**config.mk**
```make
export PLATFORM = sky130hd
export DESIGN_NAME = infer_result_collector
export DESIGN_NICKNAME = d
export VERILOG_FILES = /design/src/rtl/infer_result_collector.sv
export SDC_FILE = /design/constraint.sdc
export NUM_CORES = 1
export LEC_CHECK = 0
export ABC_AREA = 0
export CORE_MARGIN = 5
export CORE_UTILIZATION = 51
export DETAILED_ROUTE_END_ITERATION = 12
export MAX_ROUTING_LAYER = met4
export PLACE_DENSITY_LB_ADDON = 0.2
export SETUP_SLACK_MARGIN = 0.5
export SLEW_MARGIN = 20
export SYNTH_ARGS = -nofsm -noshare
export SYNTH_HDL_FRONTEND = slang
export SYNTH_SLANG_ARGS = --single-unit
```
**constraint.sdc**
```tcl
create_clock -name clk -period 9.5 [get_ports clk]
set_clock_uncertainty 0.05 [all_clocks]
set_input_delay 1.425 -clock clk [delete_from_list [all_inputs] [get_ports clk]]
set_output_delay 1.425 -clock clk [all_outputs]
set_load 0.02 [all_outputs]
```
**src/rtl/infer_result_collector.sv**
```systemverilog
// infer_result_collector: pairs each inference decision with its ground-truth
// label, queues the result word for the host/DMA stream and keeps running
// accuracy statistics plus a per-class prediction histogram.
module infer_result_collector #(
    parameter int CLASSN = 10,
    parameter int DEPTH  = 16,
    parameter int CNT_W  = 16,
    localparam int CW    = $clog2(CLASSN),
    localparam int DW    = 2 + 2 * CW
) (
    input  logic             clk,
    input  logic             reset,
    input  logic             done_in,
    input  logic [CW-1:0]    class_in,
    input  logic             label_valid,
    input  logic [CW-1:0]    label_in,
    input  logic             clear_stats,
    output logic             m_valid,
    input  logic             m_ready,
    output logic [DW-1:0]    m_data,
    output logic [CNT_W-1:0] img_count,
    output logic [CNT_W-1:0] correct_count,
    input  logic [CW-1:0]    hist_rd_addr,
    output logic [CNT_W-1:0] hist_rd_data,
    output logic             overflow
);
    localparam int AW = $clog2(DEPTH);
    localparam logic [CW:0] CLASSN_C = CLASSN[CW:0];
    localparam logic [CNT_W-1:0] CNT_MAX = '1;

    logic             done_q;
    logic             lab_pend_q;
    logic [CW-1:0]    lab_q;
    logic [AW:0]      wr_ptr_q, rd_ptr_q;
    logic [DW-1:0]    mem_q [DEPTH];
    logic [CNT_W-1:0] img_q, corr_q, rd_q;
    logic [CNT_W-1:0] hist_q [CLASSN];
    logic             ovf_q;

    logic             ev, has_label, match, empty, full, pop, push, accept;
    logic [CW-1:0]    lab_eff, lab_field;
    logic [DW-1:0]    word;
    logic [CNT_W-1:0] rd_d;

    // Rising-edge event and result word assembly; a same-cycle label wins
    always_comb begin
        ev        = done_in & ~done_q;
        has_label = lab_pend_q | label_valid;
        lab_eff   = label_valid ? label_in : lab_q;
        match     = has_label && (lab_eff == class_in);
        lab_field = has_label ? lab_eff : '0;
        word      = {has_label, match, lab_field, class_in};
    end

    // FIFO status and handshake; full FIFO still accepts when a pop frees a slot
    always_comb begin
        empty  = (wr_ptr_q == rd_ptr_q);
        full   = (wr_ptr_q[AW] != rd_ptr_q[AW]) && (wr_ptr_q[AW-1:0] == rd_ptr_q[AW-1:0]);
        pop    = !empty && m_ready;
        push   = ev && (!full || pop);
        accept = push && !clear_stats;
    end

    assign m_valid       = !empty;
    assign m_data        = empty ? '0 : mem_q[rd_ptr_q[AW-1:0]];
    assign img_count     = img_q;
    assign correct_count = corr_q;
    assign hist_rd_data  = rd_q;
    assign overflow      = ovf_q;

    // Edge detector and label latch; an event always consumes the pending label
    always_ff @(posedge clk) begin
        if (reset) begin
            done_q     <= 1'b0;
            lab_pend_q <= 1'b0;
            lab_q      <= '0;
        end else begin
            done_q <= done_in;
            if (ev) begin
                lab_pend_q <= 1'b0;
            end else if (label_valid) begin
                lab_pend_q <= 1'b1;
                lab_q      <= label_in;
            end
        end
    end

    // FIFO pointers; storage has no reset since m_data is masked while empty
    always_ff @(posedge clk) begin
        if (reset) begin
            wr_ptr_q <= '0;
            rd_ptr_q <= '0;
        end else begin
            if (push) wr_ptr_q <= wr_ptr_q + 1'b1;
            if (pop)  rd_ptr_q <= rd_ptr_q + 1'b1;
        end
    end

    // FIFO storage write
    always_ff @(posedge clk) begin
        if (push) mem_q[wr_ptr_q[AW-1:0]] <= word;
    end

    // Saturating counters and sticky overflow; clear beats a same-cycle event
    always_ff @(posedge clk) begin
        if (reset || clear_stats) begin
            img_q  <= '0;
            corr_q <= '0;
            ovf_q  <= 1'b0;
        end else begin
            if (accept && img_q != CNT_MAX)          img_q  <= img_q + 1'b1;
            if (accept && match && corr_q != CNT_MAX) corr_q <= corr_q + 1'b1;
            if (ev && !push)                          ovf_q  <= 1'b1;
        end
    end

    // Histogram bins, one saturating counter per class
    for (genvar i = 0; i < CLASSN; i++) begin : g_bin
        // Bin i counts accepted results whose class equals i
        always_ff @(posedge clk) begin
            if (reset || clear_stats) begin
                hist_q[i] <= '0;
            end else if (accept && class_in == CW'(i) && hist_q[i] != CNT_MAX) begin
                hist_q[i] <= hist_q[i] + 1'b1;
            end
        end
    end

    // Histogram read mux; out-of-range addresses read as zero
    always_comb begin
        rd_d = '0;
        for (int i = 0; i < CLASSN; i++) begin
            if ({1'b0, hist_rd_addr} < CLASSN_C && hist_rd_addr == CW'(i)) rd_d = hist_q[i];
        end
    end

    // Registered read port; sees pre-increment bin values
    always_ff @(posedge clk) begin
        if (reset) rd_q <= '0;
        else       rd_q <= rd_d;
    end
endmodule
```
==> flow_summary.json <==
{
  "timing.setup.tns_ns": 0,
  "synthMuxAreaShare": 0.100,
  "synth_fa_ha_area_frac": 0.0114,
  "async_flop_share": 0,
  "cp.arrival_ns": 3.36,
  "htreeDepth": 2,
  "placed_area_um2": 20000,
  "root_buffer": "clkbuf_16",
  "irDropWorstVdd_v": 0.000159,
  "synth_top_cell_area_share": 0.515,
  "end_kind": "output pin",
  "start_util": 0.514,
  "ant_nets": 0,
  "wl_per_cell_um": 21.0,
  "synth_area_leaders": "edfxtp_1, mux4_2, dfxtp_1",
  "synth_edf_count": 320,
  "worst-slew-pin-transition_ns": 1.13,
  "grt_pass1_wl_um": 69400,
  "synth-compound-area-share": 0.0472,
  "ioPinCount": 78,
  "avgSynthCellArea_um2": 12.3,
  "nNetsFinal": 1636,
  "viasPerCell": 5.93,
  "cts.clk_slew.worst_paths_ns": 0.06,
  "worstPathMaxFanout": 40,
  "grt_use_total": 0.223,
  "synth_area_um2": 18700,
  "synth_xor_xnor_area_share": 0.0802,
  "yosys_register_bits": 389,
  "fmax_ghz": 0.207,
  "powerDensity_nw_per_um2": 185,
  "totalWireLength_um": 44100,
  "dr_total_vias": 12500,
  "ys_warn_count": 0,
  "fillCellCount": 2894,
  "period_needed_ns": 4.83,
  "synthSimpleGateAreaFrac": 0.153,
  "drtPass1Iterations": 6,
  "antenna_found_initial": 0,
  "final_area_um2": 21400,
  "antennaDiodeCount": 0,
  "synth_top_family_by_area": "simple AND/OR/NAND/NOR gates",
  "crit_type": "register to output pin",
  "final-setup-viol-count": 0,
  "leakage_nw": 7.04,
  "grt_setup_unrepaired": "false",
  "cts_tree": "done",
  "seq_area_frac_synth": 0.589,
  "start_kind": "register",
  "syn_to_final_growth_pct": 14.4,
  "die_h_um": 201,
  "maxSlewViolCount": 0,
  "grt_pass1_vias": 11900,
  "cp.required_ns": 8.03,
  "period_share": 0.508,
  "cts_setup_buffers": 0,
  "final_common_cell": "edfxtp_1",
  "numPortBuffers": 77,
  "synth_cell_types": 54,
  "clock_path_buffers": 3,
  "synth.net_count": 1554,
  "syn-instance-count": 1519,
  "relSlewSlack": 0.244,
  "grt_max_degree": 50,
  "die_w_um": 201,
  "grt_overflow": 0,
  "drc": 0,
  "drive_gt1_frac": 0.109,
  "hold_viol": 0,
  "cts_resized": 0,
  "status": "completed",
  "clkLatencyLatePin_ns": 0.57,
  "synth_top_area_cell": "edfxtp_1",
  "cap_viol_max_count": 0,
  "drt_iter0_markers": 1121,
  "dp_hpwl_um": 29800,
  "synthFlopType": "edfxtp_1",
  "cts-hold-fix-buffers": 0,
  "hold_class": "register to register",
  "final_cell_mix": "edfxtp_1, nor2_1, xor2_1",
  "fin_cells": 2101,
  "coreArea_um2": 36300,
  "gp_congestion": 0.926,
  "die_area_um2": 40500,
  "cts_buffers": 41,
  "row_count": 70,
  "dpl.cell_count": 2026,
  "cts.sinks": 389
}
## worst paths after layout
kind,end,cells after the start,start,slack (ns)
max,m_data[2],5,register,4.67
max reg2reg,hist_q[1][25],6,wr_ptr_q[2],6.30
min,lab_q[0],2,lab_q[0],0.44
min reg2reg,lab_q[0],2,lab_q[0],0.44
## synthesized netlist by cell type, types with 2 or more instances
cell      count
nor2b_1       8
inv_1        24
o211a_1       4
or3_1        10
buf_1         8
nor2_1      261
a211oi_1     13
o41ai_1       4
edfxtp_1    320
nand3b_1      2
a311oi_1      3
nand2_1      88
nand2b_1      5
a41o_1        2
o21ai_0      22
o211ai_1      5
xnor2_1      72
buf_2         9
dfxtp_1      69
nor3_1       24
a21oi_1      61
a221oi_1      5
or4b_1        2
mux4_2       64
nor4bb_1      2
o31ai_1       4
ha_1         17
nand3_1      78
and3_1       30
nor4_1        5
a21boi_1      2
clkbuf_1     50
and2_1       14
a22o_1        2
and4_1       18
or4_1         9
xor2_1       99
o21ai_1       2
a31o_2        2
mux2i_1      42
a31oi_1       5
nand4_1      37
or2_2         5
## per-layer routing
layer	track usage	wire, um	vias to the layer above
li1	-	-	5800
met1	0.304	19200	6158
met2	0.348	20700	417
met3	0.0348	2770	79
met4	0.0750	1370	0
met5	-	0	-
## cell families after synthesis
logic type / after synthesis
adders and majority gates: 17
muxes: 107
and+or+nand+nor: 602
DFF: 389
buffers and inverters: 92
AOI/OAI and AO/OA: 141
xor gates and xnor gates: 171
## layout make-up
cell class                      instances  area, um^2  share of cell area
Sequential cell                       389       11000               0.515
Multi-Input combinational cell       1038        7360               0.345
Clock buffer                           51        1110              0.0522
Timing Repair Buffer                  106         973              0.0456
Tap cell                              468         586              0.0274
Clock inverter                         24         240              0.0112
Inverter                               25        93.8             0.00439
## registers in the layout, indices dropped and copies added (netlist names), named ones only
register,count
overflow,1
lab_q,4
lab_pend_q,1
hist_q,160
rd_ptr_q,5
mem_q,160
wr_ptr_q,5
hist_rd_data,16
img_count,16
done_q,1
correct_count,16
## stage by stage
step | power (mW) | setup WS [ns] | hold WS [ns] | utilization
6_report | 3.94 | 4.67 | 0.439 | 0.588
5_1_grt | 4.09 | 4.46 | 0.472 | 0.588
4_1_cts | 3.98 | 4.58 | 0.439 | 0.588
3_5_place_dp | 2.36 | 4.80 | 0.427 | 0.550
3_3_place_gp | 2.36 | 4.91 | 0.434 | 0.550
2_1_floorplan | 2.22 | 5.10 | 0.398 | -
## power by group
group	internal (mW)	leakage (nW)	total, mW	switching, mW
Sequential	1.89	3.80	1.95	0.0547
Clock	0.947	0.672	1.62	0.673
Combinational	0.172	2.56	0.376	0.204
Total	3.01	7.04	3.94	0.932
## critical path, cell delays in order (launching register included)
cell and delay [ns]:
dfxtp_2 0.31, buf_4 0.64, mux4_2 0.60, mux4_2 0.53, and2_1 0.18, clkdlybuf4s50_1 0.53
No activity file was read; power rests on OpenSTA's default activity.
